$ cat src/rtl/sha256_block_core_if.sv
// Block-in / digest-out bundle of the SHA-256 compression core.
// master = padder/consumer side, slave = the core.
interface sha256_block_core_if;
  logic         blk_valid;
  logic         blk_ready;
  logic [511:0] blk_data;
  logic         blk_first;
  logic         digest_valid;
  logic [255:0] digest;
  logic         busy;

  modport master (output blk_valid, blk_data, blk_first,
                  input  blk_ready, digest_valid, digest, busy);
  modport slave  (input  blk_valid, blk_data, blk_first,
                  output blk_ready, digest_valid, digest, busy);
endinterface

$ cat src/rtl/sha256_block_core.sv
// Sequential SHA-256 compression: UNROLL rounds per clock, chained H0..H7,
// 16-word sliding message-schedule window.
module sha256_block_core #(
  parameter int UNROLL   = 1,
  parameter bit OUT_HOLD = 1'b1
) (
  input  logic               clk,
  input  logic               rst,
  sha256_block_core_if.slave bus
);
  if (UNROLL != 1 && UNROLL != 2 && UNROLL != 4 && UNROLL != 8) begin : g_bad_unroll
    $error("sha256_block_core: UNROLL must be 1, 2, 4 or 8");
  end

  typedef enum logic [1:0] {S_IDLE, S_ROUND, S_FINAL} state_e;
  typedef logic [7:0][31:0]  vars_t;   // [7]=a/H0 ... [0]=h/H7
  typedef logic [15:0][31:0] wwin_t;   // [0] = W[t]

  localparam vars_t IHV = 256'h6a09e667bb67ae853c6ef372a54ff53a510e527f9b05688c1f83d9ab5be0cd19;
  localparam logic [31:0] K [64] = '{
    32'h428a2f98, 32'h71374491, 32'hb5c0fbcf, 32'he9b5dba5, 32'h3956c25b, 32'h59f111f1, 32'h923f82a4, 32'hab1c5ed5,
    32'hd807aa98, 32'h12835b01, 32'h243185be, 32'h550c7dc3, 32'h72be5d74, 32'h80deb1fe, 32'h9bdc06a7, 32'hc19bf174,
    32'he49b69c1, 32'hefbe4786, 32'h0fc19dc6, 32'h240ca1cc, 32'h2de92c6f, 32'h4a7484aa, 32'h5cb0a9dc, 32'h76f988da,
    32'h983e5152, 32'ha831c66d, 32'hb00327c8, 32'hbf597fc7, 32'hc6e00bf3, 32'hd5a79147, 32'h06ca6351, 32'h14292967,
    32'h27b70a85, 32'h2e1b2138, 32'h4d2c6dfc, 32'h53380d13, 32'h650a7354, 32'h766a0abb, 32'h81c2c92e, 32'h92722c85,
    32'ha2bfe8a1, 32'ha81a664b, 32'hc24b8b70, 32'hc76c51a3, 32'hd192e819, 32'hd6990624, 32'hf40e3585, 32'h106aa070,
    32'h19a4c116, 32'h1e376c08, 32'h2748774c, 32'h34b0bcb5, 32'h391c0cb3, 32'h4ed8aa4a, 32'h5b9cca4f, 32'h682e6ff3,
    32'h748f82ee, 32'h78a5636f, 32'h84c87814, 32'h8cc70208, 32'h90befffa, 32'ha4506ceb, 32'hbef9a3f7, 32'hc67178f2
  };

  function automatic logic [31:0] rotr(input logic [31:0] x, input int n);
    return (x >> n) | (x << (32 - n));
  endfunction

  // kw = K[t] + W[t], pre-summed by the caller
  function automatic vars_t sha_round(input vars_t v, input logic [31:0] kw);
    logic [31:0] t1, t2;
    t1 = v[0] + (rotr(v[3], 6) ^ rotr(v[3], 11) ^ rotr(v[3], 25))
       + ((v[3] & v[2]) ^ (~v[3] & v[1])) + kw;
    t2 = (rotr(v[7], 2) ^ rotr(v[7], 13) ^ rotr(v[7], 22))
       + ((v[7] & v[6]) ^ (v[7] & v[5]) ^ (v[6] & v[5]));
    return {t1 + t2, v[7], v[6], v[5], v[4] + t1, v[3], v[2], v[1]};
  endfunction

  // Word 16 positions ahead of the head, i.e. W[t+16]
  function automatic logic [31:0] sched(input wwin_t w);
    return (rotr(w[14], 17) ^ rotr(w[14], 19) ^ (w[14] >> 10)) + w[9]
         + (rotr(w[1], 7) ^ rotr(w[1], 18) ^ (w[1] >> 3)) + w[0];
  endfunction

  state_e      state_q, state_d;
  logic [6:0]  t_q, t_d;
  wwin_t       w_q, w_d, w_rnd;
  vars_t       v_q, v_d, v_rnd;
  vars_t       h_q, h_d;
  vars_t       dig_q, dig_d;
  logic        dv_q, dv_d;

  always_comb begin
    w_rnd = w_q;
    v_rnd = v_q;
    for (int i = 0; i < UNROLL; i++) begin
      v_rnd = sha_round(v_rnd, K[t_q[5:0] + 6'(i)] + w_rnd[0]);
      w_rnd = {sched(w_rnd), w_rnd[15:1]};
    end
  end

  always_comb begin
    state_d = state_q;
    t_d     = t_q;
    w_d     = w_q;
    v_d     = v_q;
    h_d     = h_q;
    dig_d   = dig_q;
    dv_d    = 1'b0;
    case (state_q)
      S_IDLE: if (bus.blk_valid) begin
        for (int i = 0; i < 16; i++) w_d[i] = bus.blk_data[32*(15-i) +: 32];
        v_d     = bus.blk_first ? IHV : h_q;
        h_d     = v_d;
        t_d     = '0;
        state_d = S_ROUND;
      end
      S_ROUND: begin
        w_d = w_rnd;
        v_d = v_rnd;
        t_d = t_q + 7'(UNROLL);
        if (t_d == 7'd64) state_d = S_FINAL;
      end
      S_FINAL: begin
        for (int i = 0; i < 8; i++) h_d[i] = h_q[i] + v_q[i];
        dig_d   = h_d;
        dv_d    = 1'b1;
        state_d = S_IDLE;
      end
      default: state_d = S_IDLE;
    endcase
  end

  always_ff @(posedge clk or posedge rst) begin
    if (rst) begin
      state_q <= S_IDLE;
      t_q     <= '0;
      w_q     <= '0;
      v_q     <= '0;
      h_q     <= IHV;
      dig_q   <= '0;
      dv_q    <= 1'b0;
    end else begin
      state_q <= state_d;
      t_q     <= t_d;
      w_q     <= w_d;
      v_q     <= v_d;
      h_q     <= h_d;
      dig_q   <= dig_d;
      dv_q    <= dv_d;
    end
  end

  assign bus.blk_ready    = (state_q == S_IDLE);
  assign bus.busy         = (state_q != S_IDLE);
  assign bus.digest_valid = dv_q;
  assign bus.digest       = (OUT_HOLD || dv_q) ? dig_q : '0;
endmodule

$ cat src/flat_wrapper.sv
// flat-port wrapper written by rule: the top's interface ports become plain ports
module sha256_block_core_flat 
#(
  parameter int UNROLL   = 1,
  parameter bit OUT_HOLD = 1'b1
)
  (clk, rst, bus_blk_valid, bus_blk_data, bus_blk_first, bus_blk_ready, bus_digest_valid, bus_digest, bus_busy);
  sha256_block_core_if bus_i ();
  input  logic clk;
  input  logic rst;
  input wire logic [$bits(bus_i.blk_valid)-1:0] bus_blk_valid;
  input wire logic [$bits(bus_i.blk_data)-1:0] bus_blk_data;
  input wire logic [$bits(bus_i.blk_first)-1:0] bus_blk_first;
  output wire logic [$bits(bus_i.blk_ready)-1:0] bus_blk_ready;
  output wire logic [$bits(bus_i.digest_valid)-1:0] bus_digest_valid;
  output wire logic [$bits(bus_i.digest)-1:0] bus_digest;
  output wire logic [$bits(bus_i.busy)-1:0] bus_busy;
  assign bus_i.blk_valid = bus_blk_valid;
  assign bus_i.blk_data = bus_blk_data;
  assign bus_i.blk_first = bus_blk_first;
  assign bus_blk_ready = bus_i.blk_ready;
  assign bus_digest_valid = bus_i.digest_valid;
  assign bus_digest = bus_i.digest;
  assign bus_busy = bus_i.busy;
  sha256_block_core #(.UNROLL(UNROLL), .OUT_HOLD(OUT_HOLD)) u_core (.clk(clk), .rst(rst), .bus(bus_i));
endmodule
$ cat config.mk
export PLATFORM = sky130hd
export DESIGN_NAME = sha256_block_core_flat
export DESIGN_NICKNAME = d
export VERILOG_FILES = /design/src/rtl/sha256_block_core_if.sv /design/src/rtl/sha256_block_core.sv /design/src/flat_wrapper.sv
export SDC_FILE = /design/constraint.sdc
export NUM_CORES = 2
export LEC_CHECK = 0
export CAP_MARGIN = 10
export CORE_ASPECT_RATIO = 1.75
export CORE_MARGIN = 4
export CORE_UTILIZATION = 55
export DETAILED_ROUTE_END_ITERATION = 16
export GPL_TIMING_DRIVEN = 0
export PLACE_DENSITY = 0.82
export SETUP_SLACK_MARGIN = 0.1
export SLEW_MARGIN = 20
export SYNTH_ARGS = -nofsm -noshare
export SYNTH_HDL_FRONTEND = slang
export SYNTH_SLANG_ARGS = --single-unit
$ cat constraint.sdc
create_clock -name clk -period 56.1 [get_ports clk]
set_input_delay 5.61 -clock clk [delete_from_list [all_inputs] [get_ports clk]]
set_output_delay 5.61 -clock clk [all_outputs]
set_load 0.02 [all_outputs]
======== Word level (Yosys, flattened, before mapping) ========
Memories as Yosys holds them, arrays and structs flattened.
Cells that the tools add are included.
word-level totals
  register bits ........................... 1290
  ROM bits ................................ 2048
  memories ................................ 1
  input port bits ......................... 516
memory list
  memory           words  bits a word  rd ports  clocked after memory_dff  wr ports  RTL line                 text
  (no name shown)  64     32           1         0                         0         sha256_block_core.sv:63  v_rnd = sha_round(v_rnd, K[t_q[5:0] + 6'(i)] + w_rnd[0]);
cells by class
  magnitude comparators ................... 1
  $add $sub $neg .......................... 19
  multiplexer cells ....................... 14
  equal/unequal tests ..................... 5
  reductions and logical operators ........ 7
  bitwise gates (word level) .............. 28
operators with widths
  cell                   number
  $pmux W256 S2          2
  $pmux W512 S2          1
  $add A32 B32 Y32       18
  $mux W256              2
  $mux W512              1
  $xor A32 B32 Y32       9
  $and A32 B32 Y32       5
  $mux W32               2
  $not A32 Y32           1
  $or A10 B32 Y32        1
  $or A13 B32 Y32        1
  $or A14 B32 Y32        1
  $or A15 B32 Y32        1
  $or A19 B32 Y32        1
  $or A21 B32 Y32        1
  $or A25 B32 Y32        1
  $or A26 B32 Y32        1
  $or A30 B32 Y32        1
  $or A7 B32 Y32         1
  $xor A32 B22 Y32       1
  $xor A32 B29 Y32       1
  $pmux W7 S2            1
  $add A7 B1 Y7 const B  1
  $eq A7 B7 Y1 const B   1
  other kinds (13)       18

======== Longest topological paths before layout ========
  depth after elaboration ................. 8
  depth in mapped cells ................... 41
  depth with buffers taken out ............ 39

======== Worst setup path after synthesis ========
OpenSTA, ideal clock, no wires.
  kind .................................... reg-to-reg
  from .................................... register u_core.t_q[1]
  to ...................................... register u_core.v_q[255] (netlist bit)
  data arrival time ....................... 8.928 ns
  clock period less this slack ............ 9.022 ns
  path buffers ............................ 2
  stages on the path, launching flop included .. 38
  path slack .............................. 47.078 ns
  required time ........................... 56.006 ns
  library setup time ...................... 0.094 ns
  cells stage by stage .................... dfrtp_1 -> clkbuf_1 -> clkinv_1 -> ha_1 -> clkbuf_1 -> nor2_1 -> o21ai_0 -> o21ai_0 -> mux4_2 -> fa_1 -> fa_1 -> fa_1 -> inv_1 -> ha_1 -> a21o_1 -> a21oi_1 -> o211ai_1 -> a41oi_1 -> (+2 left out) -> a21o_1 -> a21o_1 -> a21o_1 -> a21o_1 -> xnor2_1 -> fa_1 -> inv_1 -> ha_1 -> nand3_1 -> or4b_1 -> o211ai_1 -> a31oi_1 -> o21ai_1 -> a21o_1 -> a21oi_1 -> xnor2_1 -> xnor2_1 -> a211oi_1
between the ends
  cells in the longest elaborated chain, start to end .. 8
RTL lines
  what                                         RTL line                  text
  from (decl)                                  sha256_block_core.sv:52   logic [6:0] t_q, t_d;
  from (signal assigned)                       sha256_block_core.sv:111  t_q <= t_d;
  $not A6 Y7 (not written as such)             sha256_block_core.sv:63
  $mem_v2 Z64 W32                              n/a
  $mux W32 (not written as such) (2 in a row)  sha256_block_core.sv:63
  $add A32 B32 Y32                             sha256_block_core.sv:63
  $add A32 B32 Y32                             sha256_block_core.sv:39   + ((v[3] & v[2]) ^ (~v[3] & v[1])) + kw;
  $add A32 B32 Y32                             sha256_block_core.sv:42   return {t1 + t2, v[7], v[6], v[5], v[4] + t1, v[3], v[2], v[1]};
  $pmux W256 S2                                sha256_block_core.sv:76   case (state_q)
  to (signal assigned)                         sha256_block_core.sv:113  v_q <= v_d;
  to (decl)                                    sha256_block_core.sv:54   vars_t v_q, v_d, v_rnd;
Every way passes these cells. The select of a mux whose other input is x is not followed.
A chain may end at the register's enable or synchronous reset.

======== Worst setup path after layout ========
  from .................................... register u_core.t_q[1]
  to ...................................... register u_core.v_q[126] (netlist bit)
The elaborated chain is that of the path after synthesis.

==> flow_summary.yaml <==
routing:
  ant_nets: 0
  vias_per_cell: 6.70
  dr.pass1.iters: 9
  drcViolationCount: 0
  wl_per_cell_um: 33.9
  finalWirelength_mm: 429
  vias: 85000
  first_iter_violations: 10900
sta:
  worst_slack_ps: 43480
  finalSetupViolCount: 0
  finalMaxSlewViolations: 3
  maxSlewHeadroom_pct: -6.53
  post-route-period-util_pct: 22.5
  fmax_mhz: 79.2
  clock-skew-final_ps: 68.6
  fin_tns_setup_ps: 0
  fin_crit_ps: 12620
  worst_pin_slew_ps: 1590
  finalHoldViolations: 0
  rsz0062_at_grt: "no"
logic_synthesis:
  yosys_warnings: 0
  synth-seq-area-share_pct: 40.0
  ys.flop_type: "dfrtp_1"
  netlist-cell-type-count: 102
  async_flop_share_pct: 100
  synth_nets: 10700
  avgSynthCellArea_um2: 8.46
  syn_inst: 9596
  ys_seq_elements: 1290
  synth_edf_count: 0
  synthesis.area_um2: 81200
worst_setup_path:
  worstPathArrival_ps: 13300
  worst_setup_path_start_kind: "flop"
  crit_fanout: 15
  critical_path_class: "reg -> reg"
  crit_slowest_cell: "nor2b_1"
  worstPathRequired_ps: 56770
  slowest_delay_ps: 780
  end_kind: "flop"
global_routing:
  grt-ovfl-total: 0
  antenna_found_initial: 86
  grt_pass1_wl_mm: 601
  grt_max_degree: 114
  grt.total_usage_pct: 54.8
  grt_pass1_vias: 84200
clock_network:
  path_clk_slew_ps: 70
  clock_path_buffers: 3
  post_cts_buffers: 0
  cts_tree: "yes"
  cts.sink_count: 1290
  numCtsBuffers: 119
  hold_buffers: 0
  clk_latency_ps: 860
  htreeDepth: 3
  cts.repair.resized: 0
  cts_root_buf: "clkbuf_16"
hold_path:
  hold_path.class: "reg -> reg"
flow_run:
  cap_violations: 1
floorplanning:
  core_area_um2: 147000
  die_w_um: 298
  io_pins: 775
  fp.dieH_um: 516
  initial_core_util_pct: 55.3
  num_rows: 186
  dieArea_um2: 154000
status:
  status: "finished, violations left"
  violations: "max-capacitance violations, max-slew violations"
place:
  numPortBuffers: 774
  gp_congestion: 1.15
  dp_hpwl_mm: 339
  dp.cells: 12400
  dp_slack_ps: 43990
layout:
  drive_gt1_share_pct: 5.16
  n_fill_cell: 12200
  finalNonFillerCells: 12700
  area_growth_syn_to_layout_pct: 19.3
  nets: 11600
## placed cells by master, fill, tap and decap left out, types with 195 or more instances in the layout
| cell | netlist | layout |
|---|---|---|
| clkdlybuf4s50_1 | 0 | 774 |
| nor2_1 | 892 | 890 |
| o21ai_0 | 632 | 632 |
| dfrtp_1 | 1154 | 1154 |
| clkbuf_1 | 598 | 561 |
| ha_1 | 389 | 389 |
| inv_1 | 300 | 299 |
| a31oi_1 | 531 | 531 |
| xnor2_1 | 417 | 405 |
| fa_1 | 195 | 195 |
| a21oi_1 | 656 | 653 |
| nand2_1 | 2022 | 2022 |
## synth_stat cells, types with 155 or more instances
library cell  instances  area share [%]
nand2_1            2022             9.4
dfrtp_1            1154              36
nor2_1              892             4.1
a21oi_1             656             4.0
o21ai_0             632             3.9
clkbuf_1            598             2.8
a31oi_1             531             4.1
xnor2_1             417             4.5
ha_1                389             6.0
inv_1               300             1.4
fa_1                195             4.8
a21o_1              174             1.6
xor2_1              155             1.7
## area by class of cell
cell class / count / area, um^2 / share of cell area [%]
Inverter: 304 / 1150 / 1.19
Multi-Input combinational cell: 7353 / 45200 / 46.7
Timing Repair Buffer: 807 / 8580 / 8.86
Antenna cell: 73 / 183 / 0.189
Sequential cell: 1290 / 32500 / 33.5
Tap cell: 1974 / 2470 / 2.55
Buffer: 649 / 2550 / 2.64
Clock inverter: 69 / 947 / 0.978
Clock buffer: 153 / 3240 / 3.34
## cell families after synthesis
logic type               Yosys count  synth area share (%)
multiplexers                      54                 0.809
buffers and inverters            953                  4.44
XOR/XNOR                         572                  6.17
AO/OA/AOI/OAI                   2557                  19.2
AND/OR/NAND/NOR                 3564                  18.4
adder cells (fa/ha/maj)          606                  11.1
flip-flops                      1290                  40.0
## state kept, by name, indices dropped and copies added, names as in the netlist
register and count:
u_core.bus.digest_valid 1, u_core.t_q 7, u_core.state_q 2, u_core.bus.digest 256, u_core.w_q 512, u_core.v_q 256
u_core.h_q 256
## layer usage
metal  wire [um]  part of all wire [%]  track usage [%]
met5         497                  0.12             1.50
met4       69000                    16             67.1
met3       51100                    12             21.7
met2      186000                    43             84.1
met1      122000                    28             50.8
## stage by stage
step | hold slack [ps] | utilization [%] | instance area (um^2)
2_1_floorplan | 450 | - | 81200
3_3_place_gp | 460 | 62.2 | 91400
3_5_place_dp | 462 | 62.9 | 92300
4_1_cts | 479 | 65.7 | 96500
5_1_grt | 496 | 65.8 | 96700
6_report | 474 | 65.9 | 96800
## worst max-delay path: cells and delay by family, from the launching register on
family                   cells  cell delay (ps)
AO/OA/AOI/OAI               20             4810
adder cells (fa/ha/maj)      6             2880
buffers and inverters        5             2010
AND/OR/NAND/NOR              4             1080
XOR/XNOR                     2              960
flip-flops                   1              710
## worst paths after layout
kind | startpoint | endpoint | slack [ps] | cells after the start
setup / recovery | u_core.t_q[1]$_DFFE_PP0P_ | u_core.v_q[126]$_DFFE_PP0P_ | 43480 | 37
setup reg to reg | u_core.t_q[1]$_DFFE_PP0P_ | u_core.v_q[126]$_DFFE_PP0P_ | 43480 | 37
max in group asynchronous | rst | u_core.w_q[72]$_DFFE_PP0P_ | 48330 | 6
hold / removal | u_core.bus.digest[69]$_DFFE_PP0P_ | u_core.bus.digest[69]$_DFFE_PP0P_ | 470 | 2
min in group asynchronous | rst | u_core.bus.digest[141]$_DFFE_PP0P_ | 5220 | 2
hold reg to reg | u_core.bus.digest[69]$_DFFE_PP0P_ | u_core.bus.digest[69]$_DFFE_PP0P_ | 470 | 2
Power is not shown: default switching activity piles up to over one toggle a cycle in this logic, so the estimate is an artifact.
